`src/rtl/apb_regfile.sv`:
```
// apb_regfile: DATA_W x DEPTH register file.
// It has one core write port, two combinational core read ports and an APB slave
// port that gives the bus full read/write access with programmable wait states.
// host_wr flags each register the bus has written since the core last wrote it.
module apb_regfile #(
   parameter int DATA_W   = 8,
   parameter int DEPTH    = 8,
   parameter int ADDR_W   = $clog2(DEPTH),
   parameter int APB_WAIT = 0,
   parameter int BYPASS   = 1
) (
   input  logic              clk,
   input  logic              rst_n,
   input  logic              wr_en,
   input  logic [ADDR_W-1:0] wr_addr,
   input  logic [DATA_W-1:0] wr_data,
   input  logic [ADDR_W-1:0] rd1_addr,
   output logic [DATA_W-1:0] rd1_data,
   input  logic [ADDR_W-1:0] rd2_addr,
   output logic [DATA_W-1:0] rd2_data,
   input  logic              psel,
   input  logic              penable,
   input  logic              pwrite,
   input  logic [ADDR_W-1:0] paddr,
   input  logic [DATA_W-1:0] pwdata,
   output logic [DATA_W-1:0] prdata,
   output logic              pready,
   output logic              pslverr,
   output logic [DEPTH-1:0]  host_wr
);

   localparam logic [1:0] IDLE   = 2'd0;
   localparam logic [1:0] SETUP  = 2'd1;
   localparam logic [1:0] ACCESS = 2'd2;

   // One extra address bit so DEPTH itself (e.g. 8 with 3-bit addresses) is representable
   localparam logic [ADDR_W:0] DEPTH_C = (ADDR_W+1)'(DEPTH);
   localparam logic [3:0]      WAIT_C  = 4'(APB_WAIT);

   logic [1:0]        state;
   logic [3:0]        wait_cnt;
   logic [DATA_W-1:0] regs [DEPTH];
   logic              paddr_ok;
   logic              apb_commit;

   assign paddr_ok   = {1'b0, paddr} < DEPTH_C;
   // pready is gated by psel so a master that abandons the transfer never sees it
   assign pready     = (state == ACCESS) && (wait_cnt == 4'd0) && psel;
   assign pslverr    = pready && !paddr_ok;
   assign prdata     = (pready && paddr_ok) ? regs[paddr] : '0;
   assign apb_commit = pready && pwrite && paddr_ok;

   // APB handshake sequencing and wait-state countdown
   always_ff @(posedge clk or negedge rst_n) begin
      if (!rst_n) begin
         state    <= IDLE;
         wait_cnt <= 4'd0;
      end else begin
         case (state)
            IDLE:    if (psel && !penable) state <= SETUP;
            SETUP: begin
               state    <= ACCESS;
               wait_cnt <= WAIT_C;
            end
            ACCESS: begin
               if (!psel)                 state    <= IDLE;
               else if (wait_cnt != 4'd0) wait_cnt <= wait_cnt - 4'd1;
               else                       state    <= (psel && !penable) ? SETUP : IDLE;
            end
            default: state <= IDLE;
         endcase
      end
   end

   for (genvar i = 0; i < DEPTH; i++) begin : g_reg
      localparam logic [ADDR_W-1:0] IDX = ADDR_W'(i);
      logic              apb_hit;
      logic              core_hit;
      logic [DATA_W-1:0] q;
      logic              hw;

      assign apb_hit  = apb_commit && (paddr == IDX);
      assign core_hit = wr_en && (wr_addr == IDX);
      assign regs[i]    = q;
      assign host_wr[i] = hw;

      // Register update; a bus write beats a same-address core write and keeps the flag set
      always_ff @(posedge clk or negedge rst_n) begin
         if (!rst_n) begin
            q  <= '0;
            hw <= 1'b0;
         end else if (apb_hit) begin
            q  <= pwdata;
            hw <= 1'b1;
         end else if (core_hit) begin
            q  <= wr_data;
            hw <= 1'b0;
         end
      end
   end

   // Read mux with optional forwarding of this cycle's core write (or the winning bus write)
   function automatic logic [DATA_W-1:0] rd_sel(input logic [ADDR_W-1:0] a);
      logic [DATA_W-1:0] v;
      v = '0;
      if ({1'b0, a} < DEPTH_C) begin
         v = regs[a];
         if ((BYPASS != 0) && wr_en && (wr_addr == a))
            v = (apb_commit && (paddr == a)) ? pwdata : wr_data;
      end
      return v;
   endfunction

   // Read port 1
   always_comb rd1_data = rd_sel(rd1_addr);

   // Read port 2
   always_comb rd2_data = rd_sel(rd2_addr);

endmodule
```
`config.mk`:
```
export PLATFORM = sky130hd
export DESIGN_NAME = apb_regfile
export DESIGN_NICKNAME = d
export VERILOG_FILES = /design/src/rtl/apb_regfile.sv
export SDC_FILE = /design/constraint.sdc
export NUM_CORES = 1
export LEC_CHECK = 0
export ABC_AREA = 0
export BUFFER_PORTS_ARGS = -buffer_cell sky130_fd_sc_hd__buf_2
export CORE_MARGIN = 2
export CORE_UTILIZATION = 55
export CTS_CLUSTER_SIZE = 10
export DETAILED_ROUTE_END_ITERATION = 6
export PLACE_DENSITY_LB_ADDON = 0.12
export SETUP_SLACK_MARGIN = 0.5
export SLEW_MARGIN = 10
export SYNTH_ARGS = -nofsm -noshare
export SYNTH_HDL_FRONTEND = slang
export SYNTH_SLANG_ARGS = --single-unit
export TNS_END_PERCENT = 100
```
`constraint.sdc`:
```
create_clock -name clk -period 2.65 [get_ports clk]
set_input_delay 0.3975 -clock clk [delete_from_list [all_inputs] [get_ports clk]]
set_output_delay 0.3975 -clock clk [all_outputs]
set_load 0.01 [all_outputs]
```
==> flow_metrics.py, run 1 <==
metrics = {
    "cells_and_area": {
        "mostFrequentLayoutCell": "mux2i_1",
        "nNetsFinal": 666,
        "layout_common_cells": "mux2i_1, dfrtp_1, buf_2",
        "area_growth_pct": 14.1,
        "design_area_sq_um": 6820,
        "layout.cells.non_filler": 776,
        "antenna_cells": 0,
        "drive_gt1_share_pct": 36.5,
    },
    "detailed_routing": {
        "ant_nets": 0,
        "routed_wl_um": 19200,
        "num_vias": 5116,
        "dr.pass1.iters": 5,
        "vias_per_cell": 6.59,
        "drc_errors": 0,
        "drt_iter0_drc": 550,
        "wl_per_cell_um": 24.8,
    },
    "die": {
        "die_area_sq_um": 11700,
        "fp.dieH_um": 108,
        "start_util_pct": 55.9,
        "io-pin-count": 68,
        "rows": 38,
        "coreArea_sq_um": 10700,
        "die_w_um": 108,
    },
    "clocking": {
        "cts-buffers-inserted": 9,
        "insertion_delay_ns": 0.39,
        "ctsHoldBuffers": 0,
        "cts_tree": "built",
        "cts_max_path_buffers": 2,
        "clk_pin_slew_worst_paths_ns": 0.09,
        "htree_levels": 3,
        "clock_sinks": 78,
        "cts_root_buf": "clkbuf_8",
    },
    "yosys": {
        "ys_seq_area_share_pct": 32.6,
        "synth_area_sq_um": 5980,
        "synth_cell_types": 42,
        "synth.avg_cell_area_sq_um": 10.3,
        "async_flop_share_pct": 100,
        "synth_fa_ha_area_share_pct": 0.209,
        "synth_top_family_by_area": "multiplexers",
        "synth_compound_area_share_pct": 12.6,
        "yosysWarnings": 0,
        "synth-main-ff-cell": "dfrtp_1",
        "syn_nets": 613,
        "synth_xor_area_share_pct": 2.05,
        "synthCells": 578,
        "synth_edf_count": 0,
        "ys_seq_elements": 78,
        "synth-simple-area-share_pct": 12.6,
        "synth_mux_area_share_pct": 32.8,
    },
    "power": {
        "clock_power_share_pct": 23.8,
        "peakVddDrop_uv": 417,
        "total_leakage_power_nw": 3.02,
        "p_per_area_nw_per_um2": 593,
        "p_seq_share_pct": 42.1,
        "power_switching_share_pct": 34.3,
        "power_report.internal_total_w": 0.00266,
        "power_switching_w": 0.00139,
        "power_frac_comb_pct": 34.0,
    },
    "critical_path": {
        "cp-end-kind": "register",
        "reg2reg_from": "wait_cnt[1]",
        "rr_worst_depth": 8,
        "r2r_slack_ns": 0.12,
        "start_kind": "register",
        "critPathKind": "register to register",
        "path_max_fanout": 13,
        "r2r-end": "g_reg[7].q[2]",
        "arrival_ns": 2.79,
        "required_ns": 2.91,
    },
    "global_route": {
        "grt.total_usage_pct": 34.3,
        "grt_overflow": 0,
        "antenna_found_initial": 0,
        "grt_max_degree": 46,
        "grt_pass1_vias": 4956,
        "grt_pass1_wl_um": 28800,
    },
    "timing": {
        "period_share_pct": 95.6,
        "fmax_ghz": 0.395,
        "setup-violations-final": 0,
        "worst_pin_slew_ns": 0.661,
        "setup_tns_ns": 0,
        "drv_slew": 0,
        "fin_skew_ns": 0.0103,
        "hold_violations": 0,
        "rsz0062_at_grt": "true",
        "fin_crit_ns": 2.53,
        "max-slew-margin-rel_pct": 56.0,
    },
    "status": {
        "status": "finished clean",
    },
    "placed_design": {
        "port_buffers": 66,
        "dpl-instance-area_sq_um": 6430,
        "place.gp.congestion": 0.893,
        "dp_cells": 748,
        "dpl.hpwl_um": 12300,
    },
    "job": {
        "maxCapViolations": 0,
    },
    "hold_path": {
        "min_path_type": "input pin to asynchronous set/reset pin",
    },
}
## per-layer routing
metal / track usage (%) / vias up / routed length (um)
met5: 0 / - / 0
met4: 15.9 / 0 / 685
met3: 9.28 / 46 / 2260
met2: 51.4 / 336 / 8960
met1: 46.7 / 2514 / 7300
li1: - / 2220 / -
## power groups by stage
stage	clock network (W)	registers, W	logic [W]
2_1_floorplan	0	0.00162	0.00101
6_report	0.000963	0.00170	0.00138
3_5_place_dp	0	0.00172	0.00133
5_1_grt	0.00102	0.00174	0.00147
4_1_cts	0.000975	0.00170	0.00135
3_3_place_gp	0	0.00170	0.00131
## synth_stat cells, types with 2 or more instances
master | n | share of area [%]
xnor2_1 | 6 | 0.88
buf_6 | 7 | 1.3
or4_4 | 3 | 0.57
mux2i_1 | 88 | 15
inv_1 | 7 | 0.44
nand2b_1 | 2 | 0.21
nor2_1 | 57 | 3.6
nor2_2 | 3 | 0.31
nand2_1 | 50 | 3.1
a31oi_1 | 16 | 1.7
nand4_1 | 3 | 0.31
nor3b_1 | 3 | 0.38
or3_1 | 2 | 0.21
buf_4 | 11 | 1.4
o21ai_0 | 6 | 0.50
a21oi_1 | 8 | 0.67
buf_1 | 9 | 0.57
xor2_1 | 8 | 1.2
a21oi_2 | 24 | 3.5
nand4b_1 | 3 | 0.44
nor4_4 | 4 | 1.4
nand3_1 | 6 | 0.50
buf_2 | 15 | 1.3
nand3b_1 | 2 | 0.25
a22oi_1 | 16 | 2.0
dfrtp_1 | 78 | 33
clkbuf_1 | 31 | 1.9
mux4_2 | 48 | 18
o21bai_1 | 3 | 0.38
o21ai_1 | 45 | 3.8
nor3_1 | 3 | 0.25
## critical path, cell delays in order, from the launching register on
cell and delay [ns]:
dfrtp_1 0.41, inv_1 0.08, ha_2 0.18, buf_4 0.10
or3b_1 0.58, or4_1 0.65, buf_4 0.24, nor2_1 0.10
a21oi_1 0.05
## registers in the layout (all words and copies together), names as in the netlist
| signal | flops |
|---|---|
| wait_cnt | 4 |
| state | 2 |
| g.hw | 8 |
| g.q | 64 |
## final cells by class
class / count / area, sq um
inverters: 8 / 32.5
well taps: 140 / 175
multi-input cells: 421 / 3710
flip-flops and latches: 78 / 1950
clock buffers: 13 / 159
clock inverters: 3 / 42.5
repair buffers: 112 / 741
fillers: 903 / 3870
repair inverters: 1 / 7.51
## kinds of logic (layout without fill, tap and decap cells)
family          Yosys count  count (layout)
compound gates          119             119
xor+xnor                 14              14
fa+ha+maj                 1               1
buf+inv                  81             137
flops                    78              78
mux                     136             136
other cells               1               1
simple gates            148             150
## what timing repair did
| action | 4_1_cts | 5_1_grt |
|---|---|---|
| endpoints found under the setup margin | 63 | 99 |
| pin swaps | 20 | 2 |
| resized for setup | 16 | 11 |
| cloned | 3 | 0 |
| buffers inserted | 7 | 2 |
## worst max-delay path by stage
| stage | startpoint | end | slack, ns | depth (start not counted) |
|---|---|---|---|---|
| floorplan | wait_cnt[0] | rd2_data[0] | 0.51 | 8 |
| global placement | rd1_addr[1] | rd1_data[7] | 0.39 | 6 |
| detailed placement | rd1_addr[1] | rd1_data[3] | 0.38 | 6 |
| CTS | wait_cnt[1] | rd2_data[5] | 0.19 | 8 |
| global route | wait_cnt[0] | rd2_data[1] | 0.03 | 8 |
| finish | wait_cnt[1] | g_reg[7].q[2] | 0.12 | 8 |
## per-stage QoR
step                      hold WS [ns]  setup WS [ns]  util [%]  power (W)
final                           0.0386          0.118      63.8    0.00404
after global routing            0.0671         0.0323      63.8    0.00422
after CTS                       0.0487          0.191      63.3    0.00403
after detailed placement         0.459          0.382      60.2    0.00305
after global placement           0.453          0.389      60.2    0.00300
after floorplan                  0.102          0.510         -    0.00262
No activity file was read; power rests on OpenSTA's default activity.
==> run 2, diff against run 1 <==
--- a/config.mk
+++ b/config.mk
@@ -11,7 +11,7 @@
 export CORE_UTILIZATION = 55
 export CTS_CLUSTER_SIZE = 10
 export DETAILED_ROUTE_END_ITERATION = 6
-export PLACE_DENSITY_LB_ADDON = 0.12
+export PLACE_DENSITY = 0.76
 export SETUP_SLACK_MARGIN = 0.5
 export SLEW_MARGIN = 10
 export SYNTH_ARGS = -nofsm -noshare
==> run 2 against run 1 <==
Effect of this change: global-route usage decreased by 2.8 points; critical path depth increased by 1; maximum frequency increased by 2.1%; count of clock-buffer cells in the layout decreased by 2; die area unchanged; first-iteration DRC count increased by 37%; sequential cell count unchanged; power increased by 2.1%.
==> flow_metrics.py, run 2 (synthesized netlist as in run 1, its figures left out) <==
metrics = {
    "detailed_routing": {
        "vias_per_cell": 6.73,
        "dr.pass1.iters": 7,
        "routed_wl_um": 18400,
        "drt_iter0_drc": 754,
        "ant_nets": 0,
        "num_vias": 5198,
        "drc_errors": 0,
        "wl_per_cell_um": 23.8,
    },
    "clocking": {
        "cts_max_path_buffers": 2,
        "cts-buffers-inserted": 9,
        "clock_sinks": 78,
        "htree_levels": 3,
        "cts_root_buf": "clkbuf_8",
        "insertion_delay_ns": 0.37,
        "clk_pin_slew_worst_paths_ns": 0.09,
        "cts_tree": "built",
        "ctsHoldBuffers": 0,
    },
    "timing": {
        "max-slew-margin-rel_pct": 61.6,
        "fmax_ghz": 0.403,
        "worst_pin_slew_ns": 0.576,
        "period_share_pct": 93.6,
        "hold_ws_ns": 0.0451,
        "drv_slew": 0,
        "fin_skew_ns": 0.0102,
        "rsz0062_at_grt": "true",
        "setup-violations-final": 0,
        "worst_slack_ns": 0.169,
        "fin_crit_ns": 2.48,
        "setup_tns_ns": 0,
        "hold_violations": 0,
    },
    "cells_and_area": {
        "layout_common_cells": "mux2i_1, dfrtp_1, buf_2",
        "area_growth_pct": 14.9,
        "register_area_sq_um": 1950,
        "drive_gt1_share_pct": 36.7,
        "nNetsFinal": 662,
        "layout.cells.non_filler": 772,
        "multi_input_area_sq_um": 3750,
        "num-fill-cells": 807,
        "mostFrequentLayoutCell": "mux2i_1",
        "antenna_cells": 0,
        "largest_reg_flops": 64,
        "max_flop_register": "g.q",
        "reg.largest.list": "g.q: 64 flops, g.hw: 8 flops, wait_cnt: 4 flops",
    },
    "critical_path": {
        "path_max_fanout": 4,
        "start_kind": "register",
        "cp-end-kind": "output port",
        "critPathSlowestCell": "dfrtp_1",
        "arrival_ns": 2.08,
        "critPathKind": "register to output port",
        "max_stage_delay_ns": 0.39,
        "required_ns": 2.25,
        "crit_chain": "inv_1 -> ha_2 -> nor3b_4 -> buf_6 -> nand2_8 -> clkinvlp_4 -> a31oi_1 -> a22oi_1 -> buf_2",
    },
    "global_route": {
        "grt_max_degree": 79,
        "grt_pass1_wl_um": 27300,
        "antenna_found_initial": 0,
        "grt_pass1_vias": 4993,
        "grt.total_usage_pct": 31.6,
        "grt_overflow": 0,
    },
    "die": {
        "die_w_um": 108,
        "start_util_pct": 55.9,
        "fp.dieH_um": 108,
        "io-pin-count": 68,
        "die_area_sq_um": 11700,
        "rows": 38,
        "coreArea_sq_um": 10700,
    },
    "status": {
        "status": "finished clean",
    },
    "power": {
        "peakVddDrop_uv": 384,
        "total_leakage_power_nw": 3.01,
        "p_per_area_nw_per_um2": 601,
        "finalPower_w": 0.00413,
    },
    "placed_design": {
        "dp_cells": 743,
        "place_ws_ns": 0.241,
        "dpl.hpwl_um": 12000,
        "place.gp.congestion": 0.901,
        "port_buffers": 66,
    },
    "hold_path": {
        "min_path_type": "input pin to asynchronous set/reset pin",
    },
    "job": {
        "maxCapViolations": 0,
    },
}
## run 2: cell count changes in the layout (fill, tap and decap cells not counted), sizes merged
cell / delta
buf: -6
bufinv: +1
clkbuf: -1
clkinvlp: +1
inv: +1
nand3: +1
or4: -1
## run 2: cell type report
class / count / share of cell area [%]
Multi-Input combinational cell: 421 / 54.6
Sequential cell: 78 / 28.4
Timing Repair Buffer: 107 / 10.6
Tap cell: 140 / 2.55
Clock buffer: 11 / 2.06
Clock inverter: 5 / 1.18
Inverter: 8 / 0.473
Timing Repair inverter: 2 / 0.218
## run 2: final timing paths
check	from	to	slack (ns)	cells after the start
max in group asynchronous	rst_n	g_reg[6].hw	2.27	2
hold reg to reg	g_reg[3].hw	g_reg[3].hw	0.47	2
min in group clk	penable	state[0]	0.18	2
setup / recovery	wait_cnt[1]	rd2_data[1]	0.17	9
hold / removal	rst_n	g_reg[1].q[1]	0.05	2
setup reg to reg	wait_cnt[1]	g_reg[6].q[4]	0.22	7
## run 2: where the power goes
| group | internal (W) | total (W) | switching [W] |
|---|---|---|---|
| clock | 0.000558 | 0.00103 | 0.000470 |
| sequential | 0.00144 | 0.00172 | 0.000281 |
| combinational | 0.000733 | 0.00138 | 0.000649 |
## run 2: repair_timing
item | CTS | global route
pin swaps | 16 | 6
cloned | 3 | 1
gates resized for setup | 13 | 20
endpoints found under the setup margin | 66 | 78
setup buffers | 7 | 2
## run 2: metrics by stage
step,util [%],area [sq um]
global route,64.2,6870
detailed placement,59.9,6410
CTS,63.3,6770
finish,64.2,6870
floorplan,-,5980
global placement,59.9,6410
## run 2: metal layers
metal / vias to the layer above / track usage, % / share of wire, %
met5: - / 0 / 0
met4: 0 / 13.7 / 4.4
met3: 84 / 7.90 / 13
met2: 388 / 47.8 / 46
met1: 2515 / 43.3 / 36
li1: 2211 / - / -
## run 2: worst max-delay path: cells and delay by family, from the launching register on
kind	cells	cell delay (ns)
buf+inv	4	0.54
flops	1	0.39
compound gates	2	0.32
simple gates	2	0.27
fa+ha+maj	1	0.19
==> run 3, diff against run 2 <==
--- a/config.mk
+++ b/config.mk
@@ -8,13 +8,13 @@
 export ABC_AREA = 0
 export BUFFER_PORTS_ARGS = -buffer_cell sky130_fd_sc_hd__buf_2
 export CORE_MARGIN = 2
-export CORE_UTILIZATION = 55
+export CORE_UTILIZATION = 54
 export CTS_CLUSTER_SIZE = 10
 export DETAILED_ROUTE_END_ITERATION = 6
-export PLACE_DENSITY = 0.76
+export PLACE_DENSITY = 0.77
 export SETUP_SLACK_MARGIN = 0.5
+export SKIP_LAST_GASP = 1
 export SLEW_MARGIN = 10
 export SYNTH_ARGS = -nofsm -noshare
 export SYNTH_HDL_FRONTEND = slang
 export SYNTH_SLANG_ARGS = --single-unit
-export TNS_END_PERCENT = 100
==> constraint.sdc (replaced) <==
create_clock -name clk -period 2.25 [get_ports clk]
set_input_delay 0.3375 -clock clk [delete_from_list [all_inputs] [get_ports clk]]
set_output_delay 0.3375 -clock clk [all_outputs]
set_load 0.01 [all_outputs]
==> run 3 against run 2 <==
Effect of this change: the run now ends with setup timing left; sequential cell count stayed put; global-route usage grew 3.6 points; clock power is 31% higher; largest power group unchanged; worst setup slack got worse by 0.29 ns.
==> flow_metrics.py, run 3 (synthesized netlist as in run 1, its figures left out) <==
metrics = {
    "detailed_routing": {
        "num_vias": 5551,
        "routed_wl_um": 20900,
        "drc_errors": 0,
        "dr.pass1.iters": 6,
        "drt_iter0_drc": 870,
        "ant_nets": 0,
        "vias_per_cell": 6.94,
        "wl_per_cell_um": 26.1,
    },
    "critical_path": {
        "crit_family": "buffers and inverters",
        "required_ns": 1.91,
        "cp_num_buf_inv": 4,
        "critPathSlowestCell": "dfrtp_1",
        "critPathKind": "register to output port",
        "start_kind": "register",
        "r2r_slack_ns": -0.01,
        "r2r-end": "g_reg[3].q[1]",
        "cp-end-kind": "output port",
        "arrival_ns": 2.04,
        "crit_chain": "inv_1 -> ha_2 -> nor3b_4 -> buf_6 -> nand2_8 -> inv_6 -> a31oi_1 -> a22oi_1 -> buf_2",
        "reg2reg_from": "wait_cnt[0]",
        "max_stage_delay_ns": 0.40,
        "rr_worst_depth": 9,
        "path_max_fanout": 5,
    },
    "global_route": {
        "grt.total_usage_pct": 35.1,
        "grt_pass1_wl_um": 30600,
        "antenna_found_initial": 0,
        "grt_pass1_vias": 5382,
        "grt_max_degree": 48,
        "grt_overflow": 0,
    },
    "placed_design": {
        "port_buffers": 66,
        "dpl.hpwl_um": 12800,
        "place.gp.congestion": 0.889,
        "dp_cells": 747,
        "place_ws_ns": 0.0429,
    },
    "timing": {
        "max-slew-margin-rel_pct": 48.6,
        "drv_slew": 0,
        "hold_violations": 0,
        "setup-violations-final": 25,
        "rsz0062_at_grt": "true",
        "fmax_ghz": 0.421,
        "period_share_pct": 106,
        "worst_pin_slew_ns": 0.767,
        "worst_slack_ns": -0.125,
        "fin_crit_ns": 2.38,
        "fin_skew_ns": 0.0225,
    },
    "clocking": {
        "cts_tree": "built",
        "cts_root_buf": "clkbuf_8",
        "cts_max_path_buffers": 2,
        "clock_sinks": 78,
        "htree_levels": 3,
        "clk_pin_slew_worst_paths_ns": 0.10,
        "insertion_delay_ns": 0.39,
        "cts-buffers-inserted": 9,
    },
    "cells_and_area": {
        "layout_common_cells": "mux2i_1, dfrtp_1, buf_2",
        "mostFrequentLayoutCell": "mux2i_1",
        "reg.largest.list": "g.q: 64 flops, g.hw: 8 flops, wait_cnt: 4 flops",
        "largest_reg_flops": 64,
        "antenna_cells": 0,
        "nNetsFinal": 690,
        "num-fill-cells": 679,
        "multi_input_area_sq_um": 4130,
        "drive_gt1_share_pct": 49.5,
        "finish.utilization_pct": 70.9,
        "max_flop_register": "g.q",
        "register_area_sq_um": 1950,
        "layout.cells.non_filler": 800,
        "area_growth_pct": 28.6,
    },
    "hold_path": {
        "min_from": "penable",
        "hold_end": "state[0]",
        "min_path_type": "input pin to register",
        "min_path_cells": 2,
    },
    "power": {
        "peakVddDrop_uv": 401,
        "total_leakage_power_nw": 3.29,
        "p_seq_share_pct": 40.1,
        "finalPower_w": 0.00519,
        "clock_power_share_pct": 25.9,
        "power_report.internal_total_w": 0.00335,
        "power_frac_comb_pct": 34.0,
        "power_switching_w": 0.00184,
        "power_switching_share_pct": 35.4,
        "p_per_area_nw_per_um2": 676,
    },
    "die": {
        "die_w_um": 109,
        "rows": 38,
        "start_util_pct": 55.1,
        "fp.dieH_um": 109,
        "io-pin-count": 68,
        "die_area_sq_um": 11900,
        "coreArea_sq_um": 10800,
    },
    "status": {
        "failed_checks": "setup timing",
        "status": "finished, violations left",
    },
    "job": {
        "maxCapViolations": 0,
    },
}
run 3: worst max-delay path by stage:
stage,from,endpoint,cells past startpoint
global placement,paddr[0],prdata[3],6
global route,wait_cnt[0],rd2_data[7],9
finish,wait_cnt[0],rd2_data[7],9
detailed placement,wait_cnt[0],g_reg[7].q[2],7
floorplan,wait_cnt[0],g_reg[3].q[7],9
CTS,wait_cnt[0],rd2_data[7],9
run 3: power by group through the flow:
stage,Combinational [W],Sequential [W],Clock (W)
4_1_cts,0.00168,0.00203,0.00132
5_1_grt,0.00187,0.00210,0.00140
6_report,0.00176,0.00208,0.00135
2_1_floorplan,0.00127,0.00190,0
3_5_place_dp,0.00164,0.00205,0
3_3_place_gp,0.00157,0.00201,0
run 3: worst reg2reg max path, stage by stage (launching register included):
cell and delay, ns:
dfrtp_1 0.40, inv_1 0.07, ha_2 0.17, buf_4 0.10, or3b_4 0.41, buf_6 0.14, buf_6 0.11, or4_4 0.54
nor2_2 0.15, a21oi_2 0.04
run 3: through the flow:
stage               hold WS, ns  area (sq um)  TNS (ns)
floorplan                0.0419          6310         0
finish                    0.117          7690     -1.60
global route              0.125          7690     -3.08
detailed placement        0.326          6650         0
global placement          0.318          6650         0
CTS                       0.130          7500    -0.446
run 3: what timing repair did:
item / CTS / global route
endpoints found under the hold margin: 31 / 0
cloned: 13 / 2
hold buffers: 1 / 0
setup buffers: 20 / 1
setup endpoints to repair: 102 / 103
pin swaps: 22 / 11
gates resized for setup: 73 / 32
run 3: per-layer routing:
layer / vias to the layer above / global-route usage (%) / routed length [um]
met1: 2732 / 44.7 / 7600
met2: 433 / 57.3 / 9950
li1: 2279 / - / -
met3: 107 / 8.01 / 2280
met5: - / 0 / 0
met4: 0 / 16.2 / 1040
run 3: final cells by class:
class / instances / share of cell area, %
multi-input combinational: 424 / 53.7
sequential: 78 / 25.4
timing repair buffer: 132 / 14.7
tap: 140 / 2.28
clock buffer: 9 / 1.61
clock inverter: 7 / 1.56
inverter: 8 / 0.456
timing repair inverter: 2 / 0.228
